`config.mk`:
```
export PLATFORM = sky130hd
export DESIGN_NAME = bus_endpoint
export DESIGN_NICKNAME = d
export VERILOG_FILES = /design/src/rtl/bus_endpoint.sv
export SDC_FILE = /design/constraint.sdc
export NUM_CORES = 1
export LEC_CHECK = 0
export ABC_AREA = 1
export CAP_MARGIN = 10
export CORE_MARGIN = 2
export CORE_UTILIZATION = 50
export CTS_CLUSTER_SIZE = 28
export DETAILED_ROUTE_END_ITERATION = 6
export GPL_TIMING_DRIVEN = 0
export PLACE_DENSITY_LB_ADDON = 0.05
export SKIP_LAST_GASP = 1
export SYNTH_ARGS = -nofsm -noshare
export SYNTH_HDL_FRONTEND = slang
export SYNTH_SLANG_ARGS = --single-unit
export TNS_END_PERCENT = 50
```
`constraint.sdc`:
```
create_clock -name clk -period 2.2 [get_ports clk]
set_input_delay 0.22 -clock clk [delete_from_list [all_inputs] [get_ports clk]]
set_output_delay 0.22 -clock clk [all_outputs]
set_load 0.01 [all_outputs]
```
`src/rtl/bus_endpoint.sv`:
```
// bus_endpoint: per-core attachment to the shared instruction bus.
// Single-entry TX holding register, show-ahead RX FIFO, control decode.
module bus_endpoint #(
    parameter int NUM_CORES   = 4,
    parameter int INSTR_WIDTH = 2,
    parameter int CORE_ID     = 0,
    parameter int FIFO_DEPTH  = 4,
    localparam int CORE_ID_WIDTH = $clog2(NUM_CORES)
) (
    input  logic                     clk,
    input  logic                     reset_n,
    input  logic                     tx_valid,
    output logic                     tx_ready,
    input  logic                     tx_broadcast,
    input  logic [CORE_ID_WIDTH-1:0] tx_dst_id,
    input  logic [INSTR_WIDTH-1:0]   tx_instr,
    output logic                     send_req,
    output logic                     broadcast_mode,
    output logic [CORE_ID_WIDTH-1:0] dst_id,
    output logic [INSTR_WIDTH-1:0]   instr_out,
    input  logic                     send_grant,
    input  logic                     recv_valid,
    input  logic [CORE_ID_WIDTH-1:0] src_id,
    input  logic [INSTR_WIDTH-1:0]   instruction,
    output logic                     rx_valid,
    input  logic                     rx_ready,
    output logic [CORE_ID_WIDTH-1:0] rx_src_id,
    output logic [INSTR_WIDTH-1:0]   rx_instr,
    output logic                     rx_overflow,
    output logic [1:0]               core_state,
    output logic [NUM_CORES-1:0]     done_mask,
    input  logic                     done_clear
);

    localparam int PTR_W = $clog2(FIFO_DEPTH);
    localparam int ENT_W = CORE_ID_WIDTH + INSTR_WIDTH;

    localparam logic [INSTR_WIDTH-1:0] I_HALT = INSTR_WIDTH'(0);
    localparam logic [INSTR_WIDTH-1:0] I_STOP = INSTR_WIDTH'(1);
    localparam logic [INSTR_WIDTH-1:0] I_CONT = INSTR_WIDTH'(2);
    localparam logic [INSTR_WIDTH-1:0] I_DONE = INSTR_WIDTH'(3);

    if (CORE_ID < 0 || CORE_ID >= NUM_CORES) begin : g_bad_core_id
        $error("bus_endpoint: CORE_ID out of range");
    end

    typedef enum logic [1:0] {
        ST_RUN     = 2'b00,
        ST_PAUSED  = 2'b01,
        ST_STOPPED = 2'b10
    } state_t;

    // ---------------- TX ----------------
    logic tx_pending;
    logic tx_load;

    assign tx_ready = !tx_pending | send_grant;
    assign tx_load  = tx_valid & tx_ready;
    // Grant mask keeps the arbiter from granting the same entry twice.
    assign send_req = tx_pending & !send_grant;

    // Hold the outgoing instruction until the bus grants it.
    always_ff @(posedge clk or negedge reset_n) begin
        if (!reset_n) begin
            tx_pending     <= 1'b0;
            broadcast_mode <= 1'b0;
            dst_id         <= '0;
            instr_out      <= '0;
        end else if (tx_load) begin
            tx_pending     <= 1'b1;
            broadcast_mode <= tx_broadcast;
            dst_id         <= tx_dst_id;
            instr_out      <= tx_instr;
        end else if (send_grant) begin
            tx_pending     <= 1'b0;
        end
    end

    // ---------------- RX FIFO ----------------
    logic [ENT_W-1:0] mem [FIFO_DEPTH];
    logic [PTR_W:0]   wr_ptr;
    logic [PTR_W:0]   rd_ptr;
    logic             fifo_empty;
    logic             fifo_full;
    logic             pop;
    logic             push;

    assign fifo_empty = (wr_ptr == rd_ptr);
    assign fifo_full  = (wr_ptr[PTR_W] != rd_ptr[PTR_W]) &&
                        (wr_ptr[PTR_W-1:0] == rd_ptr[PTR_W-1:0]);
    assign pop  = !fifo_empty & rx_ready;
    // A pop in the same cycle frees the slot a full FIFO needs.
    assign push = recv_valid & (!fifo_full | pop);

    assign rx_valid = !fifo_empty;
    assign {rx_src_id, rx_instr} = mem[rd_ptr[PTR_W-1:0]];

    // FIFO storage, pointers and sticky overflow flag.
    always_ff @(posedge clk or negedge reset_n) begin
        if (!reset_n) begin
            for (int i = 0; i < FIFO_DEPTH; i++) begin
                mem[i] <= '0;
            end
            wr_ptr      <= '0;
            rd_ptr      <= '0;
            rx_overflow <= 1'b0;
        end else begin
            if (push) begin
                mem[wr_ptr[PTR_W-1:0]] <= {src_id, instruction};
                wr_ptr <= wr_ptr + (PTR_W+1)'(1);
            end
            if (pop) begin
                rd_ptr <= rd_ptr + (PTR_W+1)'(1);
            end
            if (recv_valid && !push) begin
                rx_overflow <= 1'b1;
            end
        end
    end

    // ---------------- Control decode ----------------
    state_t         state_q;
    state_t         state_d;
    logic [NUM_CORES-1:0] done_d;

    // Run-state and DONE-mask registers.
    always_ff @(posedge clk or negedge reset_n) begin
        if (!reset_n) begin
            state_q   <= ST_RUN;
            done_mask <= '0;
        end else begin
            state_q   <= state_d;
            done_mask <= done_d;
        end
    end

    // Next run-state from every delivery, accepted into the FIFO or not.
    always_comb begin
        state_d = state_q;
        if (recv_valid) begin
            case (state_q)
                ST_PAUSED: begin
                    if (instruction == I_CONT)      state_d = ST_RUN;
                    else if (instruction == I_STOP) state_d = ST_STOPPED;
                end
                ST_STOPPED: begin
                    if (instruction == I_CONT)      state_d = ST_RUN;
                end
                default: begin
                    if (instruction == I_HALT)      state_d = ST_PAUSED;
                    else if (instruction == I_STOP) state_d = ST_STOPPED;
                end
            endcase
        end
    end

    // DONE set takes priority over a coincident clear for its own bit.
    always_comb begin
        done_d = done_clear ? '0 : done_mask;
        if (recv_valid && instruction == I_DONE) begin
            done_d[src_id] = 1'b1;
        end
    end

    assign core_state = state_q;

endmodule

```
Yosys cells after proc, flatten, opt, wreduce, memory -nomap -nowiden. Index checks and enable logic that the tools add are counted.

Register bits: 35. Memory bits (writable): 0. Bits in read-only memories: 0. Input port bits: 16. Memories kept: 0. Bits in latches: 0. Output and inout port bits: 19.

Multipliers: 0. Reductions and logical operators: 13. Mux-type cells: 17. Shift-type cells: 0. Equal/unequal tests: 9. Magnitude comparators: 5. Div/mod/pow operators: 0. $add $sub $neg: 2. Bitwise gates (word level): 9.

Operator list (count): 4-bit 2-to-1 mux (5); 16-bit bitwise mux (1); 4-bit binary-select mux with 2-bit select (1); 4-bit demux with 2-bit select (1); 2-bit 2-to-1 mux (4); 3-bit by 1-bit adder with 3-bit output, second input constant (2); 2-bit == test, second input constant (3); 3-bit >= comparator, second input constant (2); 2-bit inverter with 3-bit output (2); 1-bit logical AND (5); 1-bit zero test (5); 1-bit bitwise AND (4); 2-bit by 1-bit == test with 1-bit output, second input constant (2); 4-bit OR (1); 2-bit case mux with 2 select lines (1); 3-bit == test (1); 2-bit by 3-bit less-than comparator with 1-bit output, second input constant (1); 3-bit by 1-bit less-than comparator with 1-bit output, second input constant (1); 1-bit 2-to-1 mux (3); 1-bit demux with 2-bit select (1); 2-bit == test (1); 2-bit by 1-bit >= comparator with 1-bit output, second input constant (1); 2-bit zero test (1); 2-bit inequality test, second input constant (1); other kinds (4) (5).

Depth between registers and ports, before layout.
Depth in word-level cells: 7. Mapped depth: 8. Mapped depth without buffers: 8.

Worst setup path after synthesis. OpenSTA, ideal clock, no wires.

Path kind: reg2reg. Start point: reg rd_ptr[0]. End point: reg mem[14] (netlist bit). Period minus slack after synthesis: 1.232 ns. Arrival: 1.115 ns. Setup time: 0.117 ns. Slack: 0.968 ns. Stages on the path, launching flop included: 9. Cell sequence: dfrtp_1 buf_4 nand2_1 nand2_1 nor2_2 nand2_2 buf_6 nand4_1 nand2_1.

Cells in the longest elaborated chain, start to end: 5. Elaborated cells on any way between the ends: 8. Classes of those cells: eq/ne: 2; bitwise: 3; reduce/logical: 3.

RTL lines: from (decl) (line 82) `logic [PTR_W:0] rd_ptr;`; from (signal assigned) (line 113) `rd_ptr <= rd_ptr + (PTR_W+1)'(1);`; 3-bit == test or 2-bit == test (tied branches) (line 88, 90); 1-bit zero test or 1-bit logical AND (tied branches) (line 91, 89); 1-bit bitwise AND or 1-bit zero test (tied branches) (line 91, 93); 1-bit OR * (line 93) `assign push = recv_valid & (!fifo_full | pop);`; 1-bit bitwise AND * (line 93); to (signal, indexed assignment) (line 109) `mem[wr_ptr[PTR_W-1:0]] <= {src_id, instruction};`; to (decl) (line 80) `logic [ENT_W-1:0] mem [FIFO_DEPTH];`.

Mark *: on every way between the ends. The rest lies on a longest branch, timed or not. A chain may end at the register's enable or synchronous reset.

Final worst setup path.
Start point: reg rd_ptr[1]. End point: out rx_valid.

Cells in the longest elaborated chain, start to end: 2.

RTL lines: 3-bit == test (line 88) `assign fifo_empty = (wr_ptr == rd_ptr);`; 1-bit zero test (line 95) `assign rx_valid = !fifo_empty;`; to (decl) (line 25) `output logic rx_valid,`.

No other way between the ends.

==> results.yml <==
route:
  first_pass_iters: 4
  vias: 1553
  routedWlPerCell_um: 12.7
  wl_mm: 3.80
  drt_iter0_drc: 64
  drc: 0
  ant_nets: 0
  drt-vias-per-instance: 5.21
pwr:
  power_density_nw_per_um2: 1220
  irDropWorstVdd_v: 0.000809
  p_leak_uw: 0.00108
sta:
  setup_viol: 0
  fin_setup_tns_ns: 0
  period_share_pct: 94.6
  max_clock_freq_mhz: 481
  whs_ns: 0.192
  rsz0062_at_grt: "false"
  relSlewSlack_pct: 48.2
  fin_crit_ns: 2.08
  worst_slack_ns: 0.119
  hold_violations: 0
  fin_worst_skew_ns: 0.00810
  max_slew.worst_pin.slew_ns: 0.777
  report.final.slew_viol_count: 0
critical_path:
  crit_arrival_ns: 1.86
  rr_worst_depth: 8
  worst-setup-path-type: "reg -> out"
  cp-end-kind: "primary output"
  regToRegSetupSlack_ns: 0.73
  crit_path_max_fanout: 8
  r2r-end: "wr_ptr[2]"
  cp-start-kind: "register"
  r2r-start: "rd_ptr[1]"
  worst-endpoint-required_ns: 1.98
cts:
  cts-root-buf: "clkbuf_4"
  cts_tree: "built"
  cts_max_level: 2
  cts_sinks: 35
  clockBufferDepth: 2
  clk_pin_slew_ns: 0.10
  cts_buffers: 5
  clk_latency_ns: 0.34
floorplanning:
  start_util_pct: 52.3
  rows: 21
  die_x_um: 63.1
  core-area_um2: 3340
  die_h_um: 63.1
  die_area_um2: 3980
  io_pins: 35
layout:
  drive_gt1_share_pct: 6.75
  area_delta_synth_final_pct: 24.2
  nets: 274
  diodes: 0
  final_cell_mix: "nand2_1 (77), dfrtp_1 (35), clkdlybuf4s50_1 (30)"
  layout_commonest_cell: "nand2_1"
placement:
  place.gp.congestion: 0.795
  portBuffers: 31
  dpl_worst_slack_ns: 0.467
  hpwlAfterDp_mm: 2.79
worst_hold_path:
  min_from: "instruction[1]"
  hp-class: "in -> reg"
  min_to: "mem[9]"
  hold_path_depth: 3
grt:
  grt_pass1_vias: 1441
  grt_antenna_before_repair: 0
  grt_util_all_layers_pct: 20.6
  gr-total-overflow: 0
  grt_max_degree: 36
  grt_pass1_wl_mm: 6.37
outcome:
  status: "finished, final reports clean"
logic_synthesis:
  postSynthCellCount: 212
  yosysSeqAreaShare_pct: 50.2
  synth_edf_count: 0
  syn_area_per_cell_um2: 8.23
  yosys_warnings: 0
  postSynth.asyncResetShare_pct: 100
  synth_flop_cell: "dfrtp_1"
  synth_nets: 235
  synth-seq-cells: 35
  netlist_area_um2: 1740
  synthDistinctLibCells: 23
job:
  max_cap_violations: 0
[how the worst max path moves through the flow]
| stage | start | slack, ns | cells after the start | to |
|---|---|---|---|---|
| after floorplan | rd_ptr[0] | 0.97 | 8 | mem[14] |
| after global placement | reset_n | 0.14 | 1 | dst_id[0] |
| after detailed placement | send_grant | 0.47 | 4 | tx_ready |
| after CTS | rd_ptr[1] | 0.11 | 6 | rx_valid |
| after global routing | rd_ptr[1] | 0.01 | 6 | rx_valid |
| final | rd_ptr[1] | 0.12 | 6 | rx_valid |
[report_power, final]
group | internal [uW] | leakage (uW) | switching, uW | total [uW]
Sequential | 873 | 0.000438 | 178 | 1050
Combinational | 580 | 0.000613 | 680 | 1260
Clock | 124 | 0.0000293 | 212 | 336
[layout make-up]
class,instances,area (um2)
inverter,15,56.3
clock buffer,7,45.0
fill,305,1170
tap,46,57.6
multi-input combinational,154,761
clock inverter,1,5.00
buffer,8,51.3
sequential,35,876
timing repair buffer,32,315
[timing repair]
item	4_1_cts	5_1_grt
hold buffers	1	0
endpoints found under the hold margin	35	0
setup buffers	0	0
gates resized for setup	0	0
[critical path: stages (launching register included)]
cell and delay (ns):
dfrtp_1 0.52, inv_2 0.10, nand2_1 0.08, nand2_1 0.06
nor2_2 0.14, nand2_1 0.12, clkdlybuf4s50_1 0.50
[layer usage]
layer	track usage (%)	share of wire (%)	vias to the layer above	routed length (um)
met5	0	0	-	0
met4	10.0	1.0	0	38
met3	4.46	5.4	4	206
met2	32.6	47	40	1780
met1	26.8	47	726	1770
li1	-	-	783	-
[cells in the mapped netlist, types with 2 or more instances]
cell type	instances	share of area, %
nand4_1	18	6.5
buf_1	2	0.43
nand2_1	77	17
buf_2	2	0.57
o21ai_0	12	3.4
ha_1	7	5.0
inv_1	12	2.6
nor2_1	11	2.4
dfrtp_1	35	50
buf_6	2	1.3
nand3_1	17	4.9
o22ai_1	4	1.4
o31ai_1	2	0.86
inv_2	2	0.43
[per-stage QoR]
stage	cell area, um2	cells	util, %	power [uW]
global placement	2110	289	63.3	2290
CTS	2170	298	64.9	2660
global route	2170	298	64.9	2860
floorplan	1740	212	-	1830
detailed placement	2110	289	63.1	2320
finish	2170	298	64.9	2650
[registers in the layout, indices dropped and copies added (netlist names), named ones only]
name / cells
instr_out: 2
rd_ptr: 3
mem: 16
broadcast_mode: 1
wr_ptr: 3
tx_pending: 1
rx_overflow: 1
dst_id: 2
done_mask: 4
[kinds of logic after synthesis]
family	Yosys count	share of synthesized area [%]
DFF	35	50.2
buffers and inverters	23	6.17
adders and majority gates	7	5.02
xor gates and xnor gates	1	0.502
AOI/OAI and AO/OA	20	6.67
and+or+nand+nor	126	31.4
(Power assumes the default switching activity.)
